## src/rtl/pcm_packet_writer_if.sv

```systemverilog
`timescale 1ns/1ps
// Memory-side write channel of the PCM packet writer: one request per packet,
// completed by a single-cycle acknowledge from the memory controller.
interface pcm_packet_writer_if #(
  parameter int ADDR_WIDTH = 27,
  parameter int DATA_WIDTH = 64
);
  logic                  mem_ready_i;
  logic                  wr_req_o;
  logic [ADDR_WIDTH-1:0] wr_addr_o;
  logic [DATA_WIDTH-1:0] wr_data_o;
  logic                  wr_ack_i;

  modport master (
    input  mem_ready_i,
    input  wr_ack_i,
    output wr_req_o,
    output wr_addr_o,
    output wr_data_o
  );

  modport slave (
    output mem_ready_i,
    output wr_ack_i,
    input  wr_req_o,
    input  wr_addr_o,
    input  wr_data_o
  );
endinterface

```

## src/rtl/pcm_packet_writer.sv

```systemverilog
`timescale 1ns/1ps
// Packs PCM samples into memory-width packets, buffers them in a small FIFO
// and writes each packet to consecutive byte addresses of a recording trace.
module pcm_packet_writer #(
  parameter int SAMPLE_WIDTH   = 8,
  parameter int PACKET_SAMPLES = 8,
  parameter int FIFO_DEPTH     = 4,
  parameter int ADDR_WIDTH     = 27
) (
  input  logic                    sys_clk,
  input  logic                    rst_n_i,
  input  logic                    enable_i,
  input  logic [SAMPLE_WIDTH-1:0] sample_i,
  input  logic                    sample_valid_i,
  input  logic                    flush_i,
  input  logic                    clear_i,
  pcm_packet_writer_if.master     mem,
  output logic [ADDR_WIDTH-1:0]   end_address_o,
  output logic                    overflow_o,
  output logic                    busy_o
);
  localparam int PKT_W  = SAMPLE_WIDTH * PACKET_SAMPLES;
  localparam int FILL_W = (PACKET_SAMPLES > 1) ? $clog2(PACKET_SAMPLES) : 1;
  localparam int PTR_W  = (FIFO_DEPTH > 1) ? $clog2(FIFO_DEPTH) : 1;
  localparam logic [ADDR_WIDTH-1:0] PKT_BYTES = ADDR_WIDTH'(PKT_W / 8);
  localparam logic [FILL_W-1:0]     LAST_LANE = FILL_W'(PACKET_SAMPLES - 1);

  typedef enum logic {IDLE = 1'b0, ISSUE = 1'b1} state_t;

  // Lanes at or beyond the used count hold stale bytes; force them to zero.
  function automatic logic [PKT_W-1:0] pad_lanes(input logic [PKT_W-1:0] pkt,
                                                 input logic [FILL_W:0]  used);
    logic [PKT_W-1:0] r;
    r = pkt;
    for (int i = 0; i < PACKET_SAMPLES; i++) begin
      if (i >= int'(used)) r[i*SAMPLE_WIDTH +: SAMPLE_WIDTH] = '0;
    end
    return r;
  endfunction

  state_t                  state_q, state_d;
  logic [FILL_W-1:0]       fill_q, fill_d;
  logic [FILL_W:0]         lanes_used;
  logic [PKT_W-1:0]        pack_q, pack_d;
  logic [PKT_W-1:0]        pkt_p0;
  logic                    vld_p0;
  logic [PKT_W-1:0]        fifo_mem [FIFO_DEPTH];
  logic [PTR_W:0]          wr_ptr_q, rd_ptr_q;
  logic [ADDR_WIDTH-1:0]   addr_q, addr_d;
  logic [PKT_W-1:0]        wr_data_q;
  logic                    overflow_q;
  logic                    accept, emit, clear_ok;
  logic                    fifo_empty, fifo_full;
  logic                    push_ok, drop, pop, load_head;

  assign accept     = sample_valid_i & enable_i;
  assign lanes_used = {1'b0, fill_q} + {{FILL_W{1'b0}}, accept};
  assign emit       = (accept && (fill_q == LAST_LANE)) || (flush_i && (lanes_used != '0));
  assign fifo_empty = (wr_ptr_q == rd_ptr_q);
  assign fifo_full  = (wr_ptr_q[PTR_W] != rd_ptr_q[PTR_W]) &&
                      (wr_ptr_q[PTR_W-1:0] == rd_ptr_q[PTR_W-1:0]);
  assign busy_o     = (state_q != IDLE) || !fifo_empty;
  assign clear_ok   = clear_i && !busy_o;
  // A pop in the same cycle frees the slot the incoming packet needs.
  assign push_ok    = vld_p0 && (!fifo_full || pop);
  assign drop       = vld_p0 && fifo_full && !pop;

  // Stage p0: sample packing; a completed or flushed packet is staged in pkt_p0
  always_comb begin
    pack_d = pack_q;
    if (accept) pack_d[int'(fill_q)*SAMPLE_WIDTH +: SAMPLE_WIDTH] = sample_i;
  end

  always_comb begin
    fill_d = fill_q;
    if (clear_ok || emit) fill_d = '0;
    else if (accept)      fill_d = fill_q + FILL_W'(1);
  end

  always_ff @(posedge sys_clk) begin
    pack_q <= pack_d;
    if (emit) pkt_p0 <= pad_lanes(pack_d, lanes_used);
  end

  // Stage p1: FIFO write of the staged packet
  always_ff @(posedge sys_clk) begin
    if (push_ok) fifo_mem[wr_ptr_q[PTR_W-1:0]] <= pkt_p0;
  end

  always_comb begin
    state_d   = state_q;
    pop       = 1'b0;
    load_head = 1'b0;
    case (state_q)
      IDLE: begin
        if (!fifo_empty && mem.mem_ready_i) begin
          state_d   = ISSUE;
          load_head = 1'b1;
        end
      end
      ISSUE: begin
        // mem_ready_i is not looked at here: an issued request waits for its ack.
        if (mem.wr_ack_i) begin
          state_d = IDLE;
          pop     = 1'b1;
        end
      end
      default: state_d = IDLE;
    endcase
  end

  always_comb begin
    addr_d = addr_q;
    if (clear_ok) addr_d = '0;
    else if (pop) addr_d = addr_q + PKT_BYTES;
  end

  always_ff @(posedge sys_clk or negedge rst_n_i) begin
    if (!rst_n_i) begin
      state_q    <= IDLE;
      fill_q     <= '0;
      vld_p0     <= 1'b0;
      wr_ptr_q   <= '0;
      rd_ptr_q   <= '0;
      addr_q     <= '0;
      overflow_q <= 1'b0;
      wr_data_q  <= '0;
    end else begin
      state_q <= state_d;
      fill_q  <= fill_d;
      vld_p0  <= emit;
      addr_q  <= addr_d;
      if (push_ok)   wr_ptr_q <= wr_ptr_q + (PTR_W+1)'(1);
      if (pop)       rd_ptr_q <= rd_ptr_q + (PTR_W+1)'(1);
      if (clear_ok)  overflow_q <= 1'b0;
      else if (drop) overflow_q <= 1'b1;
      if (load_head) wr_data_q <= fifo_mem[rd_ptr_q[PTR_W-1:0]];
    end
  end

  assign mem.wr_req_o  = (state_q == ISSUE);
  assign mem.wr_addr_o = addr_q;
  assign mem.wr_data_o = wr_data_q;
  assign end_address_o = addr_q;
  assign overflow_o    = overflow_q;
endmodule

```

## src/flat_wrapper.sv

```systemverilog
// flat-port wrapper written by rule: the top's interface ports become plain ports
module pcm_packet_writer_flat 
#(
  parameter int SAMPLE_WIDTH   = 8,
  parameter int PACKET_SAMPLES = 8,
  parameter int FIFO_DEPTH     = 4,
  parameter int ADDR_WIDTH     = 27
)
  (sys_clk, rst_n_i, enable_i, sample_i, sample_valid_i, flush_i, clear_i, end_address_o, overflow_o, busy_o, mem_mem_ready_i, mem_wr_ack_i, mem_wr_req_o, mem_wr_addr_o, mem_wr_data_o);
  pcm_packet_writer_if #(.ADDR_WIDTH(ADDR_WIDTH), .DATA_WIDTH(64)) mem_i ();
  input  logic sys_clk;
  input  logic rst_n_i;
  input  logic enable_i;
  input  logic [SAMPLE_WIDTH-1:0] sample_i;
  input  logic sample_valid_i;
  input  logic flush_i;
  input  logic clear_i;
  output logic [ADDR_WIDTH-1:0] end_address_o;
  output logic overflow_o;
  output logic busy_o;
  input wire logic [$bits(mem_i.mem_ready_i)-1:0] mem_mem_ready_i;
  input wire logic [$bits(mem_i.wr_ack_i)-1:0] mem_wr_ack_i;
  output wire logic [$bits(mem_i.wr_req_o)-1:0] mem_wr_req_o;
  output wire logic [$bits(mem_i.wr_addr_o)-1:0] mem_wr_addr_o;
  output wire logic [$bits(mem_i.wr_data_o)-1:0] mem_wr_data_o;
  assign mem_i.mem_ready_i = mem_mem_ready_i;
  assign mem_i.wr_ack_i = mem_wr_ack_i;
  assign mem_wr_req_o = mem_i.wr_req_o;
  assign mem_wr_addr_o = mem_i.wr_addr_o;
  assign mem_wr_data_o = mem_i.wr_data_o;
  pcm_packet_writer #(.SAMPLE_WIDTH(SAMPLE_WIDTH), .PACKET_SAMPLES(PACKET_SAMPLES), .FIFO_DEPTH(FIFO_DEPTH), .ADDR_WIDTH(ADDR_WIDTH)) u_core (.sys_clk(sys_clk), .rst_n_i(rst_n_i), .enable_i(enable_i), .sample_i(sample_i), .sample_valid_i(sample_valid_i), .flush_i(flush_i), .clear_i(clear_i), .mem(mem_i), .end_address_o(end_address_o), .overflow_o(overflow_o), .busy_o(busy_o));
endmodule
```

## config.mk

```make
export PLATFORM = sky130hd
export DESIGN_NAME = pcm_packet_writer_flat
export DESIGN_NICKNAME = d
export VERILOG_FILES = /design/src/rtl/pcm_packet_writer_if.sv /design/src/rtl/pcm_packet_writer.sv /design/src/flat_wrapper.sv
export SDC_FILE = /design/constraint.sdc
export NUM_CORES = 1
export LEC_CHECK = 0
export ABC_CLOCK_PERIOD_IN_PS = 8600
export CAP_MARGIN = 5
export CORE_AREA = 2 2 189 210
export DETAILED_ROUTE_END_ITERATION = 8
export DIE_AREA = 0 0 191 212
export PLACE_DENSITY = 0.68
export REMOVE_ABC_BUFFERS = 1
export SYNTH_ARGS = -nofsm -noshare
export SYNTH_HDL_FRONTEND = slang
export SYNTH_SLANG_ARGS = --single-unit
```

## constraint.sdc

```tcl
create_clock -name sys_clk -period 8.6 [get_ports sys_clk]
set_clock_uncertainty 0.2 [all_clocks]
set_input_delay 1.72 -clock sys_clk [delete_from_list [all_inputs] [get_ports sys_clk]]
set_output_delay 1.72 -clock sys_clk [all_outputs]
set_load 0.02 [all_outputs]
```

==> results of run 1 <==
[cell usage in the layout (no fill, tap or decap), drive strengths merged, types with 5 or more instances in the layout]
master         instances
o31ai                  5
clkdlybuf4s50        129
mux4                  64
o21a                   9
conb                   6
mux2                 121
ha                    15
or2                    9
or4                    7
nand2                 42
a21oi                 18
edfxtp               320
a21boi                16
nand3                 17
inv                   13
clkbuf                65
nor3                  13
nor2                  20
buf                   11
xor2                   6
bufinv                 8
xnor2                 16
nor2b                 11
dfrtp                100
clkinv                12
and2                  53
dfxtp                 64
nand4                  7
[path summary, 6_finish.rpt]
| path | start | to | slack (ns) | depth (start not counted) |
|---|---|---|---|---|
| worst min-delay path | u_core.pack_q[36]$_DFF_P_ | u_core.pack_q[36]$_DFF_P_ | 0.24 | 2 |
| worst min register to register | u_core.pack_q[36]$_DFF_P_ | u_core.pack_q[36]$_DFF_P_ | 0.24 | 2 |
| min in group asynchronous | rst_n_i | u_core.mem.wr_data_o[58]$_DFFE_PN0P_ | 0.94 | 1 |
| worst max-delay path | sample_valid_i | u_core.pkt_p0[51]$_SDFFCE_PP0P_ | 3.80 | 9 |
| worst max register to register | u_core.rd_ptr_q[0]$_DFFE_PN0P_ | u_core.fifo_mem[3][23]$_DFFE_PP_ | 5.08 | 4 |
| max in group asynchronous | rst_n_i | u_core.rd_ptr_q[0]$_DFFE_PN0P_ | 5.94 | 2 |
[synthesized netlist by cell type (3+ instances only)]
cell type	number
clkbuf_1	10
dfxtp_1	64
o21a_1	9
or2_2	7
mux2i_1	4
nor3_2	3
nor4_1	4
o31ai_1	5
mux4_2	64
xnor2_1	16
clkbuf_8	3
ha_1	15
nor2_1	20
dfrtp_1	100
a21boi_0	16
xor2_1	6
buf_2	16
a21oi_1	18
mux2_2	121
buf_4	30
nand3_1	15
and4_1	3
nand2_1	42
nand4_1	6
nor2b_1	11
o21ai_0	4
nor3_1	10
inv_1	11
buf_1	3
and2_1	52
edfxtp_1	320
or4_1	7
[area by class of cell]
type | count | area, µm² | share of cell area, %
Multi-Input combinational cell | 490 | 4770 | 21.8
Tap cell | 507 | 634 | 2.90
Timing Repair Buffer | 140 | 1370 | 6.27
Clock buffer | 65 | 1360 | 6.19
Inverter | 11 | 41.3 | 0.188
Clock inverter | 24 | 329 | 1.50
Sequential cell | 484 | 13400 | 61.2
[worst max-delay path, delay by kind of cell]
family / cells / cell delay (ns)
simple gates: 3 / 0.58
fa+ha+maj: 2 / 0.59
compound gates: 1 / 0.71
buf+inv: 3 / 1.16
[logic make-up after synthesis]
logic type,Yosys count,share of synthesized area (%)
DFF,484,72.0
and+or+nand+nor,200,6.10
muxes,189,15.3
buffers and inverters,75,2.44
AOI/OAI and AO/OA,58,2.06
xor gates and xnor gates,22,1.04
adders and majority gates,15,1.01
other,1,0.0202
[sequential cells by signal, indices dropped and copies added, names as in the netlist, 3 cells and up]
register / cells
u_core.mem.wr_data_o: 64
u_core.wr_ptr_q: 3
u_core.fill_q: 3
u_core.rd_ptr_q: 3
u_core.pkt_p0: 64
u_core.end_address_o: 24
u_core.fifo_mem: 256
u_core.pack_q: 64
[stage by stage]
step	instance area, µm²	setup slack, ns	hold slack (ns)	std cells	power [mW]
floorplan	18200	2.82	0.210	985	4.80
global placement	20200	3.45	0.218	1632	5.53
detailed placement	20200	3.31	0.228	1632	5.57
CTS	21900	3.86	0.243	1721	7.80
global route	21900	3.63	0.257	1721	8.06
finish	21900	3.80	0.242	1721	7.67
[per-layer routing]
layer	vias up	routed length (µm)	GRT usage, %
met5	-	0	0
met4	0	844	5.37
met3	59	1950	3.76
met2	226	16800	29.3
met1	4677	13900	21.6
li1	4199	-	-
[report_power, final]
group          total, mW  switching, mW  internal, mW
combinational       2.01           1.02         0.990
sequential          3.47          0.307          3.16
clock               2.20          0.853          1.35
total               7.67           2.18          5.50
==> summary.md, run 1 <==
| Metric | Value |
|---|---|
| Outcome | completed |
| All-Layer GR Usage | around 17% |
| Post-synth EDFFs | between 300 and 400 |
| Area grow syn2layout | 17.8% |
| CP Capture Type | flop |
| Max-cap check violation count | 0 |
| Die height | 212 µm |
| Critical Path RT | about 8.6 ns |
| Asr flop ratio synth | 20.7% |
| Final core occ | 56.9% |
| Die area | between 40000 and 50000 µm² |
| Largest net degree at the start of global routing | 66 |
| Yosys warns | 0 |
| Clock slew at reported path FFs | 0.06 ns |
| Post-CTS resize count | 0 |
| CP max stage cell | a22o_2 |
| Tmin final | between 4 and 5 ns |
| DRT Wirelength | 33.5 mm |
| Remaining antenna violation count | 0 |
| Clock Latency Late Sink | 0.56 ns |
| 1st-pass router iterations | 5 |
| Wire per inst | 19.5 µm |
| Worst slew pin tran | 1.08 ns |
| Initial antenna violation count | 0 |
| Share of the synthesized area in the top cell type | 51.7% |
| Die Wd | 191 µm |
| PortBufs | 130 |
| Cell taking the most area after synthesis | edfxtp_1 |
| FP Rows | 76 |
| Post-Syn Area | 18600 µm² |
| Critical path class | input pin to flop |
| Fillers | 3000 |
| Grt ovf | 0 |
| Pwr Density | 350 nW/µm² |
| Post-route DRC | 0 |
| CTS Root Cell | clkbuf_16 |
| Number of global-route vias before repair | around 9700 |
| FF+latch count, synth | 484 |
| Setup TNS | 0 ns |
| Nets | around 1200 |
| CP max FO | 38 |
| Worst path arrival time | 4.79 ns |
| Fin. Hold Viols | 0 |
| CTS tree | yes |
| Worst vdd ir | 238 µV |
| CTS HTree Levels | 2 |
| Area of the core | 38500 µm² |
| Drt first-iter violations | 644 |
| Final Setup Violations | 0 |
| Cell-by-cell trace of the critical path | clkdlybuf4s50_1, nand2_1, inv_1, ha_1, ha_1, nor2_1, nand3_1, a22o_2, buf_4 |
| Total CTS buffers | about 50 |
| Seq/Total Area, Yosys | slightly above 70% |
| Area contributors post-synth | edfxtp_1 (52%), dfrtp_1 (13%), mux4_2 (7.8%) |
| Crit start category | input pin |
| Hpwl dp | 20.5 mm |
| Placer congestion estimate | 0.861 |
| Yosys cell types | 56 |
| CTS sink cnt | 484 |
| First-pass GRT wire length | 53.2 mm |
| I/O pin count | 137 |
| Max incr delay on CP | 0.71 ns |
| Avg Vias per Cell | 5.32 |
| Max-slew headroom | 27.7% |
| Fin. max-slew vios | 0 |
| Fmax | 208 MHz |
| Syn Inst Count | about 1000 |
| Syn avg cell area | roughly 18 µm² |
| Post-CTS Setup Bufs | 0 |
| Initial Util | 48.3% |
| Via Count | 9161 |
| Pleak | 7.75 nW |
| Fraction of layout cells with a size suffix above 1 | 24.5% |
| Hold_buf cts | 0 |
| Period utilization | 55.8% |
| RSZ-0062 raised after global routing | no |
| Antenna cells | 0 |
| Most frequent CP cell | ha_1 |
| Hold Crit Class | flop to flop |
| Buffer levels on the longest clock path | 3 |
| Ys flop type | edfxtp_1 |
(Power assumes the default switching activity.)
==> run 2, diff against run 1 <==
- ABC_CLOCK_PERIOD_IN_PS: 8600 -> 5000
- clock period: 8.6 -> 5 ns (I/O delays scaled with it)
==> summary.md, run 2 (synthesis gave the netlist of run 1 again) <==
| Metric | Value |
|---|---|
| Outcome | completed |
| Hold_buf cts | 0 |
| Area grow syn2layout | 18.0% |
| Hold_ws | between 0.2 and 0.25 ns |
| Antenna cells | 0 |
| Area of the core | 38500 µm² |
| Max reg flops | 256 |
| Die area | 40500 µm² |
| 1st-pass router iterations | 5 |
| Via Count | 9133 |
| Clock slew at reported path FFs | 0.06 ns |
| DRT Wirelength | approximately 34 mm |
| Start of the worst register-to-register path | u_core.fill_q[0]$_DFFE_PN0P_ |
| Period utilization | 78.5% |
| Wire per inst | 19.8 µm |
| CP max FO | 29 |
| CP Capture Type | primary output |
| Tot Pwr | between 10 and 15 mW |
| Largest net degree at the start of global routing | 71 |
| Remaining antenna violation count | 0 |
| Initial Util | 48.3% |
| Hold Crit Class | flop to flop |
| Worst Setup SP | u_core.rd_ptr_q[0]$_DFFE_PN0P_ |
| Final Setup Violations | 0 |
| CTS tree | yes |
| Fillers | 2927 |
| RR Endpoint | u_core.pkt_p0[34]$_SDFFCE_PP0P_ |
| First-pass GRT wire length | roughly 54 mm |
| Max-slew headroom | 28.0% |
| Fraction of layout cells with a size suffix above 1 | between 20% and 30% |
| Pwr Density | 599 nW/µm² |
| Max-cap check violation count | 0 |
| Worst slew pin tran | 1.08 ns |
| I/O pin count | 137 |
| Drt first-iter violations | 575 |
| RSZ-0062 raised after global routing | no |
| All-Layer GR Usage | between 10% and 20% |
| Pleak | 7.74 nW |
| Worst Reg-to-Reg Cells | 7 |
| Worst path arrival time | roughly 2.7 ns |
| Fin. max-slew vios | 0 |
| Number of global-route vias before repair | roughly 9600 |
| Hpwl dp | around 21 mm |
| Avg Vias per Cell | 5.30 |
| Placer congestion estimate | 0.842 |
| Post-CTS Setup Bufs | 0 |
| PortBufs | 130 |
| CTS HTree Levels | 2 |
| Buffer levels on the longest clock path | 3 |
| Critical path class | flop to primary output |
| Placed cell count | between 1500 and 2000 |
| Crit start category | flop |
| Post-route DRC | 0 |
| Fin cells | 1724 |
| Initial antenna violation count | 0 |
| CTS sink cnt | around 480 |
| Die Wd | 191 µm |
| Tmin final | roughly 4 ns |
| Leading cell type in the layout, fill and taps excluded | edfxtp_1 |
| Highest-count cells in the layout ignoring fill and taps | edfxtp_1 (320), clkdlybuf4s50_1 (129), mux2_2 (121), dfrtp_1 (98) |
| Nets | 1208 |
| Setup TNS | 0 ns |
| Worst setup path end | busy_o |
| Fin. Hold Viols | 0 |
| Clock Latency Late Sink | 0.56 ns |
| Critical Path RT | 3.80 ns |
| Die height | 212 µm |
| Final setup margin | 1.08 ns |
| FP Rows | 76 |
| DP Worst Slack | roughly 0.7 ns |
| Post-CTS resize count | 0 |
| Grt ovf | 0 |
| Worst R2R Setup Slack | 1.73 ns |
| Fmax | 255 MHz |
| Worst vdd ir | 315 µV |
| CTS Root Cell | clkbuf_16 |
| Total CTS buffers | between 40 and 50 |
run 2: cell types whose count changed in the layout (fill, tap and decap cells not counted):
cell        previous run  this run
inv_8                  0         1
buf_12                 0         6
clkbuf_16             49        52
buf_4                 11         6
clkinv_1               3         0
bufinv_16              8         4
clkbuf_1               9        19
clkinvlp_4             2         1
clkbuf_8               7         5
clkinv_2               9         7
run 2: worst min-delay path by stage:
| stage | startpoint | end | slack [ns] | cells past startpoint |
|---|---|---|---|---|
| 2_1_floorplan | u_core.pack_q[32]$_DFF_P_ | u_core.pack_q[32]$_DFF_P_ | 0.21 | 2 |
| 5_1_grt | u_core.pack_q[36]$_DFF_P_ | u_core.pack_q[36]$_DFF_P_ | 0.28 | 2 |
| 6_report | u_core.pack_q[35]$_DFF_P_ | u_core.pack_q[35]$_DFF_P_ | 0.24 | 2 |
| 4_1_cts | u_core.pack_q[35]$_DFF_P_ | u_core.pack_q[35]$_DFF_P_ | 0.25 | 2 |
| 3_5_place_dp | u_core.pack_q[38]$_DFF_P_ | u_core.pack_q[38]$_DFF_P_ | 0.23 | 2 |
| 3_3_place_gp | u_core.pack_q[35]$_DFF_P_ | u_core.pack_q[35]$_DFF_P_ | 0.22 | 2 |
run 2: area by class of cell:
type / instances / area (µm²) / share of cell area (%)
clock inverter: 15 / 191 / 0.873
tap: 507 / 634 / 2.89
timing repair buffer: 141 / 1460 / 6.64
clock buffer: 76 / 1440 / 6.57
inverter: 11 / 41.3 / 0.188
sequential: 484 / 13400 / 61.1
multi-input combinational: 490 / 4770 / 21.8
run 2: power by group:
part           internal (mW)  switching [mW]
sequential              5.43           0.543
clock                   2.20            1.46
combinational           1.74            1.78
run 2: metrics by stage:
stage | util (%) | instance area, µm²
after floorplan | - | 18200
after global placement | 52.7 | 20300
after detailed placement | 52.7 | 20300
after CTS | 57.0 | 21900
after global routing | 57.0 | 21900
final | 57.0 | 21900
run 2: per-layer routing:
| layer | vias up | GRT usage (%) | wire length, µm |
|---|---|---|---|
| met5 | - | 0 | 0 |
| met4 | 0 | 5.21 | 720 |
| met3 | 53 | 2.94 | 1640 |
| met2 | 216 | 30.5 | 17500 |
| met1 | 4658 | 22.3 | 14300 |
| li1 | 4206 | - | - |
run 2: worst max-delay path, cell delays in order (launching register included):
cell and delay [ns]:
dfrtp_4 0.72, xnor2_1 0.45, nand3_1 0.14, or2_2 0.31, clkdlybuf4s50_1 0.54
==> run 3, diff against run 2 <==
- ABC_CLOCK_PERIOD_IN_PS: 5000 -> 3400
- PLACE_DENSITY: 0.68 -> 0.71
- clock period: 5 -> 3.4 ns (I/O delays scaled with it)
==> summary.md, run 3 (synthesis gave the netlist of run 1 again) <==
| Metric | Value |
|---|---|
| Flop pwr share | ~46% |
| All-Layer GR Usage | 17.1% |
| Post-route DRC | 0 |
| Placer congestion estimate | 0.878 |
| First-pass GRT wire length | 53.2 mm |
| Crit start category | flop |
| CTS Root Cell | clkbuf_16 |
| Fin cells | roughly 1700 |
| PortBufs | 130 |
| Final Setup Violations | 0 |
| CTS HTree Levels | 2 |
| Hpwl dp | 21.6 mm |
| Area grow syn2layout | 18.3% |
| Clock Latency Late Sink | ~0.55 ns |
| Nets | 1227 |
| Tmin final | 3.25 ns |
| Start of the worst register-to-register path | u_core.fill_q[1]$_DFFE_PN0P_ |
| Largest net degree at the start of global routing | 67 |
| Total CTS buffers | 47 |
| Max-slew headroom | 33.9% |
| Placed cell count | 1653 |
| Critical path class | flop to primary output |
| Pwr Density | ~860 nW/µm² |
| CP Capture Type | primary output |
| Die Wd | about 190 µm |
| Fin. Hold Viols | 0 |
| Drt first-iter violations | about 550 |
| Worst slew pin tran | 0.992 ns |
| RSZ-0062 raised after global routing | no |
| Clock share of power | 25.9% |
| Worst vdd ir | 665 µV |
| Switching power share of the total | 29.1% |
| Hold Crit Class | flop to flop |
| 1st-pass router iterations | 4 |
| Final core occ | 57.1% |
| Worst path arrival time | roughly 2.4 ns |
| Post-CTS Setup Bufs | 0 |
| Die area | 40500 µm² |
| Fillers | 2921 |
| Number of global-route vias before repair | 9540 |
| Max-cap check violation count | 0 |
| Fmax | 308 MHz |
| Buffer levels on the longest clock path | 3 |
| Comb pwr share | between 20% and 30% |
| CTS tree | yes |
| DRT Wirelength | roughly 34 mm |
| Grt ovf | 0 |
| Remaining antenna violation count | 0 |
| Fin. max-slew vios | 0 |
| Max reg flops | 256 |
| I/O pin count | 137 |
| Initial Util | 48.3% |
| Psw | 5.52 mW |
| CP max FO | 5 |
| Critical Path RT | 2.52 ns |
| RR Endpoint | u_core.pkt_p0[32]$_SDFFCE_PP0P_ |
| Worst R2R Setup Slack | 0.31 ns |
| CTS sink cnt | 484 |
| Clock slew at reported path FFs | 0.06 ns |
| Outcome | completed |
| Worst Reg-to-Reg Cells | 7 |
| Wire per inst | 19.5 µm |
| Die height | roughly 210 µm |
| Avg Vias per Cell | 5.36 |
| Worst Setup SP | u_core.rd_ptr_q[0]$_DFFE_PN0P_ |
| Via Count | 9331 |
| Area of the core | 38500 µm² |
| Worst setup path end | busy_o |
| Period utilization | between 90% and 100% |
| FP Rows | 76 |
| Initial antenna violation count | 1 |
| Leading cell type in the layout, fill and taps excluded | edfxtp_1 |
| Cell-internal power | 13.5 mW |
| Antenna cells | 0 |
| Highest-count cells in the layout ignoring fill and taps | edfxtp_1 (320), clkdlybuf4s50_1 (129), mux2_2 (121), dfrtp_1 (98) |
| Fraction of layout cells with a size suffix above 1 | 25.0% |
| Pleak | 7.79 nW |
[run 3: cell count changes in the layout (fill, tap and decap cells not counted), sizes merged]
cell and change:
clkinvlp +1, buf +20, clkinv +14, dlygate4sd3 +1, bufinv -3, clkbuf -14
inv -2
[run 3: cell type report]
class	instances	area, µm²	area share [%]
well taps	507	634	2.89
flip-flops and latches	484	13400	60.9
clock buffers	62	1330	6.03
multi-input cells	490	4770	21.7
repair buffers	162	1670	7.58
clock inverters	25	149	0.677
inverters	11	41.3	0.188
[run 3: critical path: stages, from the launching register on]
cell and delay [ns]:
dfrtp_4 0.50, xnor2_1 0.33, nand3_1 0.17, or2_2 0.30, clkdlybuf4s50_1 0.54
[run 3: power by group through the flow]
stage | registers (mW) | clock network [mW] | logic, mW
after floorplan | 9.42 | 0 | 2.71
after global placement | 8.70 | 0 | 5.46
after detailed placement | 8.79 | 0 | 5.52
after CTS | 8.67 | 5.04 | 5.54
after global routing | 8.80 | 5.28 | 5.85
final | 8.65 | 4.91 | 5.41
[run 3: worst min path at each step]
stage	slack (ns)	cells after the start	to	from
after floorplan	0.18	0	u_core.end_address_o[10]$_DFFE_PN0P_	rst_n_i
after global routing	0.27	2	u_core.pack_q[37]$_DFF_P_	u_core.pack_q[37]$_DFF_P_
final	0.24	2	u_core.pack_q[37]$_DFF_P_	u_core.pack_q[37]$_DFF_P_
after CTS	0.24	2	u_core.pack_q[37]$_DFF_P_	u_core.pack_q[37]$_DFF_P_
after global placement	0.22	2	u_core.pack_q[37]$_DFF_P_	u_core.pack_q[37]$_DFF_P_
after detailed placement	0.23	2	u_core.pack_q[37]$_DFF_P_	u_core.pack_q[37]$_DFF_P_
[run 3: layer usage]
| metal | track usage (%) | up-vias | routed length (µm) |
|---|---|---|---|
| li1 | - | 4258 | - |
| met1 | 22.4 | 4795 | 14300 |
| met2 | 29.0 | 224 | 17200 |
| met3 | 3.38 | 52 | 1760 |
| met4 | 4.95 | 2 | 670 |
| met5 | 0 | - | 13 |
[run 3: what timing repair did]
item / CTS / global route
hold buffers: 1 / 0
hold endpoints to repair: 40 / 0
resized for setup: 0 / 0
[run 3: through the flow]
step           total power, mW  setup slack [ns]  hold WS, ns  TNS (ns)  area, µm²
2_1_floorplan             12.1             -2.38        0.184   -797.64      18200
3_3_place_gp              14.2             0.189        0.217         0      20500
3_5_place_dp              14.3             0.140        0.227         0      20500
4_1_cts                   19.3            0.0889        0.241         0      22000
5_1_grt                   19.9           0.00785        0.268         0      22000
6_report                  19.0             0.150        0.242         0      22000
